`config.mk`:
```
export PLATFORM = sky130hd
export DESIGN_NAME = jetson_spi_master
export DESIGN_NICKNAME = d
export VERILOG_FILES = /design/src/rtl/jetson_spi_master_pkg.sv /design/src/rtl/jetson_spi_master_spi_clk_divider.sv /design/src/rtl/jetson_spi_master.sv
export SDC_FILE = /design/constraint.sdc
export NUM_CORES = 1
export LEC_CHECK = 0
export ABC_AREA = 1
export CORE_UTILIZATION = 30
export DETAILED_ROUTE_END_ITERATION = 7
export RECOVER_POWER = 100
export SLEW_MARGIN = 20
export SYNTH_ARGS = -nofsm -noshare
export SYNTH_HDL_FRONTEND = slang
export SYNTH_SLANG_ARGS = --single-unit
```
`constraint.sdc`:
```
create_clock -name clk -period 2.8 [get_ports clk]
set_clock_uncertainty 0.2 [all_clocks]
set_input_delay 0.28 -clock clk [delete_from_list [all_inputs] [get_ports clk]]
set_output_delay 0.28 -clock clk [all_outputs]
set_load 0.03 [all_outputs]
```
`src/rtl/jetson_spi_master_pkg.sv`:
```
// Shared definitions for the Jetson-side SPI frame master.
//   Command frame  : {addr[3:0], ctrl[3:0], data[23:0]}, bit 31 first on MOSI.
//   Response frame : {addr[3:0], data[27:0]}, bit 31 first on MISO.
// Holds the frame layout constants, the master FSM state encoding and the
// no-op frame used for read-only polls.
package jetson_spi_master_pkg;

  localparam int FRAME_W  = 32;
  localparam int ADDR_MSB = 31;
  localparam int CTRL_MSB = 27;
  localparam int DATA_W   = 24;
  localparam int RDATA_W  = 28;

  // Address 0 is a no-op at the slave, so an all-zero frame only clocks
  // the response out.
  localparam logic [FRAME_W-1:0] NOP_FRAME = 32'h0;

  typedef enum logic [2:0] {
    ST_IDLE  = 3'd0,
    ST_SETUP = 3'd1,
    ST_SHIFT = 3'd2,
    ST_HOLD  = 3'd3,
    ST_GAP   = 3'd4
  } state_e;

endpackage

```
`src/rtl/jetson_spi_master_spi_clk_divider.sv`:
```
// SPI clock generator for the frame master.
// Ports:
//   clk, rst_n      system clock, asynchronous active-low reset
//   en_i            run the divider (high only while shifting); when low the
//                   counter is cleared and spi_clk is held low (mode 0 idle)
//   rise_tick_o     one-cycle strobe on the clk cycle where spi_clk goes high
//   fall_tick_o     one-cycle strobe on the clk cycle where spi_clk goes low
//   spi_clk_o       registered SPI clock level
// Each half-period lasts HALF_DIV clk cycles; the first half after enable is
// the low half.
module jetson_spi_master_spi_clk_divider #(
  parameter int HALF_DIV = 4
) (
  input  logic clk,
  input  logic rst_n,
  input  logic en_i,
  output logic rise_tick_o,
  output logic fall_tick_o,
  output logic spi_clk_o
);

  localparam int CW = $clog2(HALF_DIV) + 1;
  localparam logic [CW-1:0] HALF_LAST = CW'(HALF_DIV - 1);

  logic [CW-1:0] cnt_q;
  logic          lvl_q;
  logic          edge_w;

  // The counter reloads on every edge, so it never needs to wrap.
  assign edge_w      = en_i && (cnt_q == HALF_LAST);
  assign rise_tick_o = edge_w && !lvl_q;
  assign fall_tick_o = edge_w && lvl_q;
  assign spi_clk_o   = lvl_q;

  always_ff @(posedge clk or negedge rst_n) begin
    if (!rst_n) begin
      cnt_q <= '0;
      lvl_q <= 1'b0;
    end else if (!en_i) begin
      cnt_q <= '0;
      lvl_q <= 1'b0;
    end else if (edge_w) begin
      cnt_q <= '0;
      lvl_q <= ~lvl_q;
    end else begin
      cnt_q <= cnt_q + CW'(1);
    end
  end

endmodule

```
`src/rtl/jetson_spi_master.sv`:
```
// SPI initiator for the Jetson frame protocol (opposite end of the SPI slave
// bridge). Shifts a 32-bit command out on MOSI while capturing a 32-bit
// response from MISO, paced by the slave's not_empty / not_full flags.
// Ports:
//   clk, rst_n                 system clock, asynchronous active-low reset
//   tx_valid_i/tx_ready_o      command handshake, tx_data_i sampled on accept
//   tx_data_i[31:0]            command frame, bit 31 first
//   rx_valid_o                 one-cycle pulse, rx_data_o holds a real response
//   rx_data_o[31:0]            last captured response frame
//   busy_o                     frame in progress (anything but IDLE)
//   spi_clk_o/spi_mosi_o/spi_cs_o   SPI mode 0 outputs, CS active low
//   spi_miso_i                 slave data (asynchronous, synchronised here)
//   slv_not_empty_i/slv_not_full_i  slave flags (asynchronous, synchronised)
//   dbg_state_o                current FSM state
// Build option: JETSON_SPI_MASTER_LOOPBACK_EN -- when defined, the shift
// register captures the master's own MOSI instead of MISO and rx_valid
// pulses on every frame (on-board self-test).
//
// Handshake: a command transfers on a rising clk edge where tx_valid_i and
// tx_ready_o are both high. tx_ready_o depends only on registered state and
// the synchronised not_full flag, never on tx_valid_i, and is only high in
// IDLE. rx_valid_o is a one-cycle pulse with no back-pressure.
module jetson_spi_master
  import jetson_spi_master_pkg::*;
#(
  parameter int HALF_DIV   = 4,
  parameter int GAP_CYCLES = 8
) (
  input  logic               clk,
  input  logic               rst_n,
  input  logic               tx_valid_i,
  output logic               tx_ready_o,
  input  logic [FRAME_W-1:0] tx_data_i,
  output logic               rx_valid_o,
  output logic [FRAME_W-1:0] rx_data_o,
  output logic               busy_o,
  output logic               spi_clk_o,
  output logic               spi_mosi_o,
  input  logic               spi_miso_i,
  output logic               spi_cs_o,
  input  logic               slv_not_empty_i,
  input  logic               slv_not_full_i,
  output state_e             dbg_state_o
);

  localparam int CNT_MAX = (HALF_DIV > GAP_CYCLES) ? HALF_DIV : GAP_CYCLES;
  localparam int CW      = $clog2(CNT_MAX) + 1;
  localparam logic [CW-1:0] HALF_LAST = CW'(HALF_DIV - 1);
  localparam logic [CW-1:0] GAP_LAST  = CW'(GAP_CYCLES - 1);

  // Two-flop synchronisers for everything coming from the slave.
  logic [1:0] miso_sync_q;
  logic [1:0] ne_sync_q;
  logic [1:0] nf_sync_q;

  always_ff @(posedge clk or negedge rst_n) begin
    if (!rst_n) begin
      miso_sync_q <= '0;
      ne_sync_q   <= '0;
      nf_sync_q   <= '0;
    end else begin
      miso_sync_q <= {miso_sync_q[0], spi_miso_i};
      ne_sync_q   <= {ne_sync_q[0], slv_not_empty_i};
      nf_sync_q   <= {nf_sync_q[0], slv_not_full_i};
    end
  end

  state_e             state_q;
  logic [CW-1:0]      cyc_q;
  logic [4:0]         bit_cnt_q;
  logic [FRAME_W-1:0] sr_q;
  logic               rd_flag_q;
  logic               spi_cs_q;
  logic               spi_mosi_q;
  logic               rx_valid_q;
  logic [FRAME_W-1:0] rx_data_q;

  logic rise_tick;
  logic fall_tick;
  logic shift_in;

`ifdef JETSON_SPI_MASTER_LOOPBACK_EN
  // spi_mosi_q holds the bit currently on the wire at every rising edge,
  // so each frame captures its own command.
  assign shift_in = spi_mosi_q;
  localparam bit RX_EVERY_FRAME = 1'b1;
`else
  assign shift_in = miso_sync_q[1];
  localparam bit RX_EVERY_FRAME = 1'b0;
`endif

  jetson_spi_master_spi_clk_divider #(
    .HALF_DIV (HALF_DIV)
  ) u_clk_div (
    .clk         (clk),
    .rst_n       (rst_n),
    .en_i        (state_q == ST_SHIFT),
    .rise_tick_o (rise_tick),
    .fall_tick_o (fall_tick),
    .spi_clk_o   (spi_clk_o)
  );

  assign tx_ready_o  = (state_q == ST_IDLE) && nf_sync_q[1];
  assign busy_o      = (state_q != ST_IDLE);
  assign spi_cs_o    = spi_cs_q;
  assign spi_mosi_o  = spi_mosi_q;
  assign rx_valid_o  = rx_valid_q;
  assign rx_data_o   = rx_data_q;
  assign dbg_state_o = state_q;

  always_ff @(posedge clk or negedge rst_n) begin
    if (!rst_n) begin
      state_q    <= ST_IDLE;
      cyc_q      <= '0;
      bit_cnt_q  <= '0;
      sr_q       <= '0;
      rd_flag_q  <= 1'b0;
      spi_cs_q   <= 1'b1;
      spi_mosi_q <= 1'b0;
      rx_valid_q <= 1'b0;
      rx_data_q  <= '0;
    end else begin
      rx_valid_q <= 1'b0;
      unique case (state_q)
        ST_IDLE: begin
          cyc_q     <= '0;
          bit_cnt_q <= '0;
          // A command always wins over a read-only poll; when both are
          // pending the command frame also carries the read.
          if (tx_valid_i && nf_sync_q[1]) begin
            sr_q       <= tx_data_i;
            rd_flag_q  <= ne_sync_q[1];
            spi_cs_q   <= 1'b0;
            spi_mosi_q <= tx_data_i[ADDR_MSB];
            state_q    <= ST_SETUP;
          end else if (ne_sync_q[1]) begin
            sr_q       <= NOP_FRAME;
            rd_flag_q  <= 1'b1;
            spi_cs_q   <= 1'b0;
            spi_mosi_q <= NOP_FRAME[ADDR_MSB];
            state_q    <= ST_SETUP;
          end
        end
        ST_SETUP: begin
          if (cyc_q == HALF_LAST) begin
            cyc_q   <= '0;
            state_q <= ST_SHIFT;
          end else begin
            cyc_q <= cyc_q + CW'(1);
          end
        end
        ST_SHIFT: begin
          if (rise_tick) begin
            sr_q      <= {sr_q[FRAME_W-2:0], shift_in};
            bit_cnt_q <= bit_cnt_q + 5'd1;
          end
          // After the 32nd sample the 5-bit counter has wrapped to 0; the
          // falling edge that follows ends the shift with spi_clk low.
          if (fall_tick) begin
            if (bit_cnt_q == 5'd0) begin
              state_q <= ST_HOLD;
            end else begin
              spi_mosi_q <= sr_q[FRAME_W-1];
            end
          end
        end
        ST_HOLD: begin
          if (cyc_q == HALF_LAST) begin
            cyc_q      <= '0;
            spi_cs_q   <= 1'b1;
            spi_mosi_q <= 1'b0;
            rx_data_q  <= sr_q;
            rx_valid_q <= rd_flag_q | RX_EVERY_FRAME;
            state_q    <= ST_GAP;
          end else begin
            cyc_q <= cyc_q + CW'(1);
          end
        end
        ST_GAP: begin
          // Lets the slave see CS high and refresh its flags before the
          // next launch decision.
          if (cyc_q == GAP_LAST) begin
            cyc_q   <= '0;
            state_q <= ST_IDLE;
          end else begin
            cyc_q <= cyc_q + CW'(1);
          end
        end
        default: state_q <= ST_IDLE;
      endcase
    end
  end

endmodule

```
# Yosys cells after proc, flatten, opt, wreduce, memory -nomap -nowiden
# Cells that the tools add are included.
# word_totals
register_bits	90
latchBits	0
ramBits	0
rom_bits	0
input_bits	38
out_inout_bits	41
mem_count	0
# classes
addsub	3
n_mul	0
div_mod_pow	0
order_cmp	0
n_eq_ne	16
n_shift	0
n_mux	34
n_bitwise	1
n_reduce_logical	22
# ops
op	count
32-bit 2-to-1 mux	3
32-bit one-hot mux with 2 select lines	1
3-bit 2-to-1 mux	9
2-bit inequality test (second input constant)	8
3-bit one-hot mux with 5 select lines	1
1-bit 2-to-1 mux	13
4-bit one-hot mux with 3 select lines	1
5-bit one-hot mux with 2 select lines	1
3-bit by 2-bit equality test with 1-bit output (second input constant)	3
3-bit nonzero test	3
4-bit 2-to-1 mux	2
2-bit AND reduction	3
3-bit AND reduction	2
6-bit AND reduction	1
2-bit nonzero test	3
5-bit by 1-bit adder with 5-bit output (second input constant)	1
1-bit logical AND	5
5-bit zero test	1
5-bit 2-to-1 mux	1
5-bit AND reduction	1
4-bit by 1-bit adder with 4-bit output (second input constant)	1
4-bit by 2-bit equality test with 1-bit output (second input constant)	1
4-bit by 3-bit equality test with 1-bit output (second input constant)	1
3-bit by 1-bit adder with 3-bit output (second input constant)	1
other kinds (9)	9

# Longest topological paths before layout
# logic_depth
ltp_word	5
ltp_mapped	10

# By module
# A second synthesis with hierarchy kept.
# hier_totals
hier_cells	456
hier_area_um2	4011.3
# modules_own_cells
mod	instances	cells_per_inst	area_per_inst_um2	seq_area_each_um2
jetson_spi_master	1	436	3834.9	2153.3
jetson_spi_master_spi_clk_divider	1	20	176.4	100.1

# Worst setup path before layout
# OpenSTA, ideal clock, no wires.
# synth_timing
kind	reg2out
from	reg state_q[2], in the netlist dbg_state_o[2]
to	out tx_ready_o
arrival_time_ps	1410
t_required_ps	2320
path_slack_ps	910
stages_incl_launch_ff	5
path_buffers	1
path_cell_list	dfrtp_1 > buf_6 > nor2_4 > nand2_4 > nor2_1
# synth_via
elab_chain_len	2
# synth_lines
element	line	rtl
from (decl)	jetson_spi_master.sv:68	state_e state_q;
from (signal assigned)	jetson_spi_master.sv:113	state_q <= ST_IDLE;
from (signal assigned)	jetson_spi_master.sv:135	state_q <= ST_SETUP;
from (signal assigned)	jetson_spi_master.sv:141	state_q <= ST_SETUP;
3-bit zero test	jetson_spi_master.sv:103	assign tx_ready_o = (state_q == ST_IDLE) && nf_sync_q[1];
1-bit logical AND	jetson_spi_master.sv:103	
to (decl)	jetson_spi_master.sv:32	output logic tx_ready_o,
# No other way between the ends.

# Final worst setup path
# Same ends and word-level chain as after synthesis.

==> impl_metrics.ini <==
[outcome]
status = complete, no violations

[layout]
multi_input_area_um2 = 1660
num-nets-final = 612
syn_to_final_growth_pct = 23.5
nFillCells = 1477
n_antenna_cell = 0
final_cell_area_um2 = 5370
drive_above_1_share_pct = 5.74
fin_util_pct = 38.4
seq_area_um2 = 2250

[synthesis]
ys_dominant_reg_cell = dfrtp_1
syn_avg_cell_area_um2 = 8.68
syn_nets = 543
synth_top_area_cell = dfrtp_1
syn_area_um2 = 4350
async_flop_share_pct = 100
synth_edf_count = 0
ys_ff_latch = 90
synthTopCellsByArea = dfrtp_1, nand2_1, o21ai_2
synth_top_area_share_pct = 51.2
synth_warnings = 0
synth_cells = 501
synthDistinctLibCells = 29
synth-seq-area-share_pct = 51.8

[pwr]
total_power_mw = 5.45
leakage_nw = 2.76
power.density_nw_per_um2 = 1010
ir_drop_mv = 0.349

[detailed_routing]
vias = 3432
drc_errors = 0
wire_per_inst_um = 12.9
dr.pass1.iters = 4
drt_iter0_markers = 205
via_per_inst = 4.55
drt_wl_total_um = 9730
ant_nets = 0

[sta]
hold_viol = 0
clock.fmax_ghz = 0.399
post-route-period-util_pct = 89.6
rsz0062_at_grt = false
final_max_slew_viol_count = 0
relSlewSlack_pct = 28.4
setup_viol_count_final = 0
finalCriticalPeriod_ns = 2.51
tightest_slew_ns = 1.07
whs_ns = 0.170
fin_setup_tns_ns = 0

[critical_path]
r2r_cells = 7
arrival_ns = 2.03
setup.worst_path.start = dbg_state_o[2]$_DFFE_PN0P_
reg2reg_from = cyc_q[0]$_DFFE_PN0P_
cp-end-kind = output pin
critPathMaxFanout = 11
crit_path_start_kind = flip-flop
crit_type = flip-flop to output pin
required_ns = 2.32

[clock_tree]
cts_tree = built
htreeDepth = 3
cts-buffers-inserted = 9
cts_max_path_buffers = 2
path_clk_slew_ns = 0.06
clock-root-buffer = clkbuf_16
hold_buffers = 1
clock_latency_ns = 0.35
post_cts_buffers = 0
post_cts_resized = 0
cts.sinks = 90

[worst_hold_path]
hold_start = nf_sync_q[0]$_DFF_PN0_
min_path_cells = 0
hold_class = flip-flop to flip-flop

[floorplanning]
die_h_um = 122
start_util_pct = 31.1
dieArea_um2 = 15000
io-pin-count = 79
rows = 43
die_width_um = 122
core-area_um2 = 14000

[grt]
grt_max_degree = 64
grt_pass1_wl_um = 16200
grt_pass1_vias = 3432
overflow = 0
grt_antenna_before_repair = 0
grt_usage_pct = 14.0

[place]
io_buffers = 78
place_hpwl_um = 6670
placed_area_um2 = 5220
gp_congestion = 0.801

[run]
cap_violations = 0
[layer usage]
metal	vias to the layer above	routed length [um]	track usage, %
met5	-	0	0
met4	0	220	7.85
met3	11	480	2.70
met2	83	4360	21.5
met1	1591	4670	18.5
li1	1747	-	-
[final timing paths]
path                                        endpoint  slack [ns]
hold / removal                nf_sync_q[1]$_DFF_PN0_        0.17
hold reg to reg               nf_sync_q[1]$_DFF_PN0_        0.17
min in group asynchronous     nf_sync_q[0]$_DFF_PN0_        0.46
max in group asynchronous       sr_q[21]$_DFFE_PN0P_        0.63
setup / recovery                          tx_ready_o        0.29
setup reg to reg           rx_data_o[13]$_DFFE_PN0P_        0.44
[stage by stage]
stage | setup slack, ns | std cells
2_1_floorplan | 0.910 | 501
3_3_place_gp | 0.684 | 738
3_5_place_dp | 0.647 | 738
4_1_cts | 0.271 | 755
5_1_grt | 0.195 | 755
6_report | 0.292 | 755
[registers in the layout, summed over array words and instances, names as in the netlist, 2 cells and up]
name / cells
rx_data_o: 32
miso_sync_q: 2
dbg_state_o: 3
sr_q: 32
bit_cnt_q: 5
u_clk_div.cnt_q: 3
nf_sync_q: 2
ne_sync_q: 2
cyc_q: 4
[area by class of cell]
type	count	share of cell area, %
Clock buffer	9	4.19
Clock inverter	7	1.28
Inverter	28	1.96
Multi-Input combinational cell	356	30.8
Sequential cell	90	41.9
Tap cell	180	4.19
Timing Repair Buffer	85	15.6
[placed cells by master (no fill, tap or decap)]
master and instances:
a21oi_1 4, buf_12 1, buf_4 3, bufinv_16 1, clkbuf_16 9, clkbuf_2 2, clkbuf_4 1, clkdlybuf4s50_1 33
clkinv_2 3, clkinvlp_4 2, dfrtp_1 89, dfstp_2 1, dlygate4sd3_1 45, ha_1 4, inv_1 27, inv_2 1
inv_6 1, mux2_2 1, nand2_1 191, nand2_4 1, nand2_8 2, nand3_1 46, nand3_4 1, nand4_1 1
nand4_4 1, nor2_1 17, nor2_4 2, nor3_1 1, nor3b_1 1, o21a_1 1, o21ai_0 58, o21ai_1 20
o21bai_1 1, xor2_1 3
[critical path, cell delays in order (launching register included)]
cell and delay [ns]:
dfrtp_1 0.53, nor2_4 0.21, nand2_4 0.11, nor2_1 0.09
dlygate4sd3_1 0.74
[Yosys cell counts, types with 2 or more instances]
cell type and instances:
nand2_2 3, buf_6 12, nor2_4 3, xor2_1 3
o21ai_1 21, clkbuf_1 6, dfrtp_1 89, nand3_1 46
nand2_8 2, inv_1 27, ha_1 4, nand2_1 188
nor2_1 15, o21ai_2 31, o21ai_0 26, buf_2 9
a21oi_1 4
[report_power, final]
group,leakage [nW],internal [mW],total [mW],switching [mW]
Combinational,1.43,0.765,2.25,1.49
Clock,0.142,0.690,1.21,0.522
Sequential,1.19,1.70,1.98,0.285
Total,2.76,3.15,5.45,2.30
[logic make-up after synthesis]
logic type	Yosys count	synth area share [%]
DFF	90	51.8
and+or+nand+nor	264	26.7
xor gates and xnor gates	3	0.604
buffers and inverters	55	7.07
AOI/OAI and AO/OA	84	12.5
adders and majority gates	4	1.15
muxes	1	0.259
(Power assumes the default switching activity.)
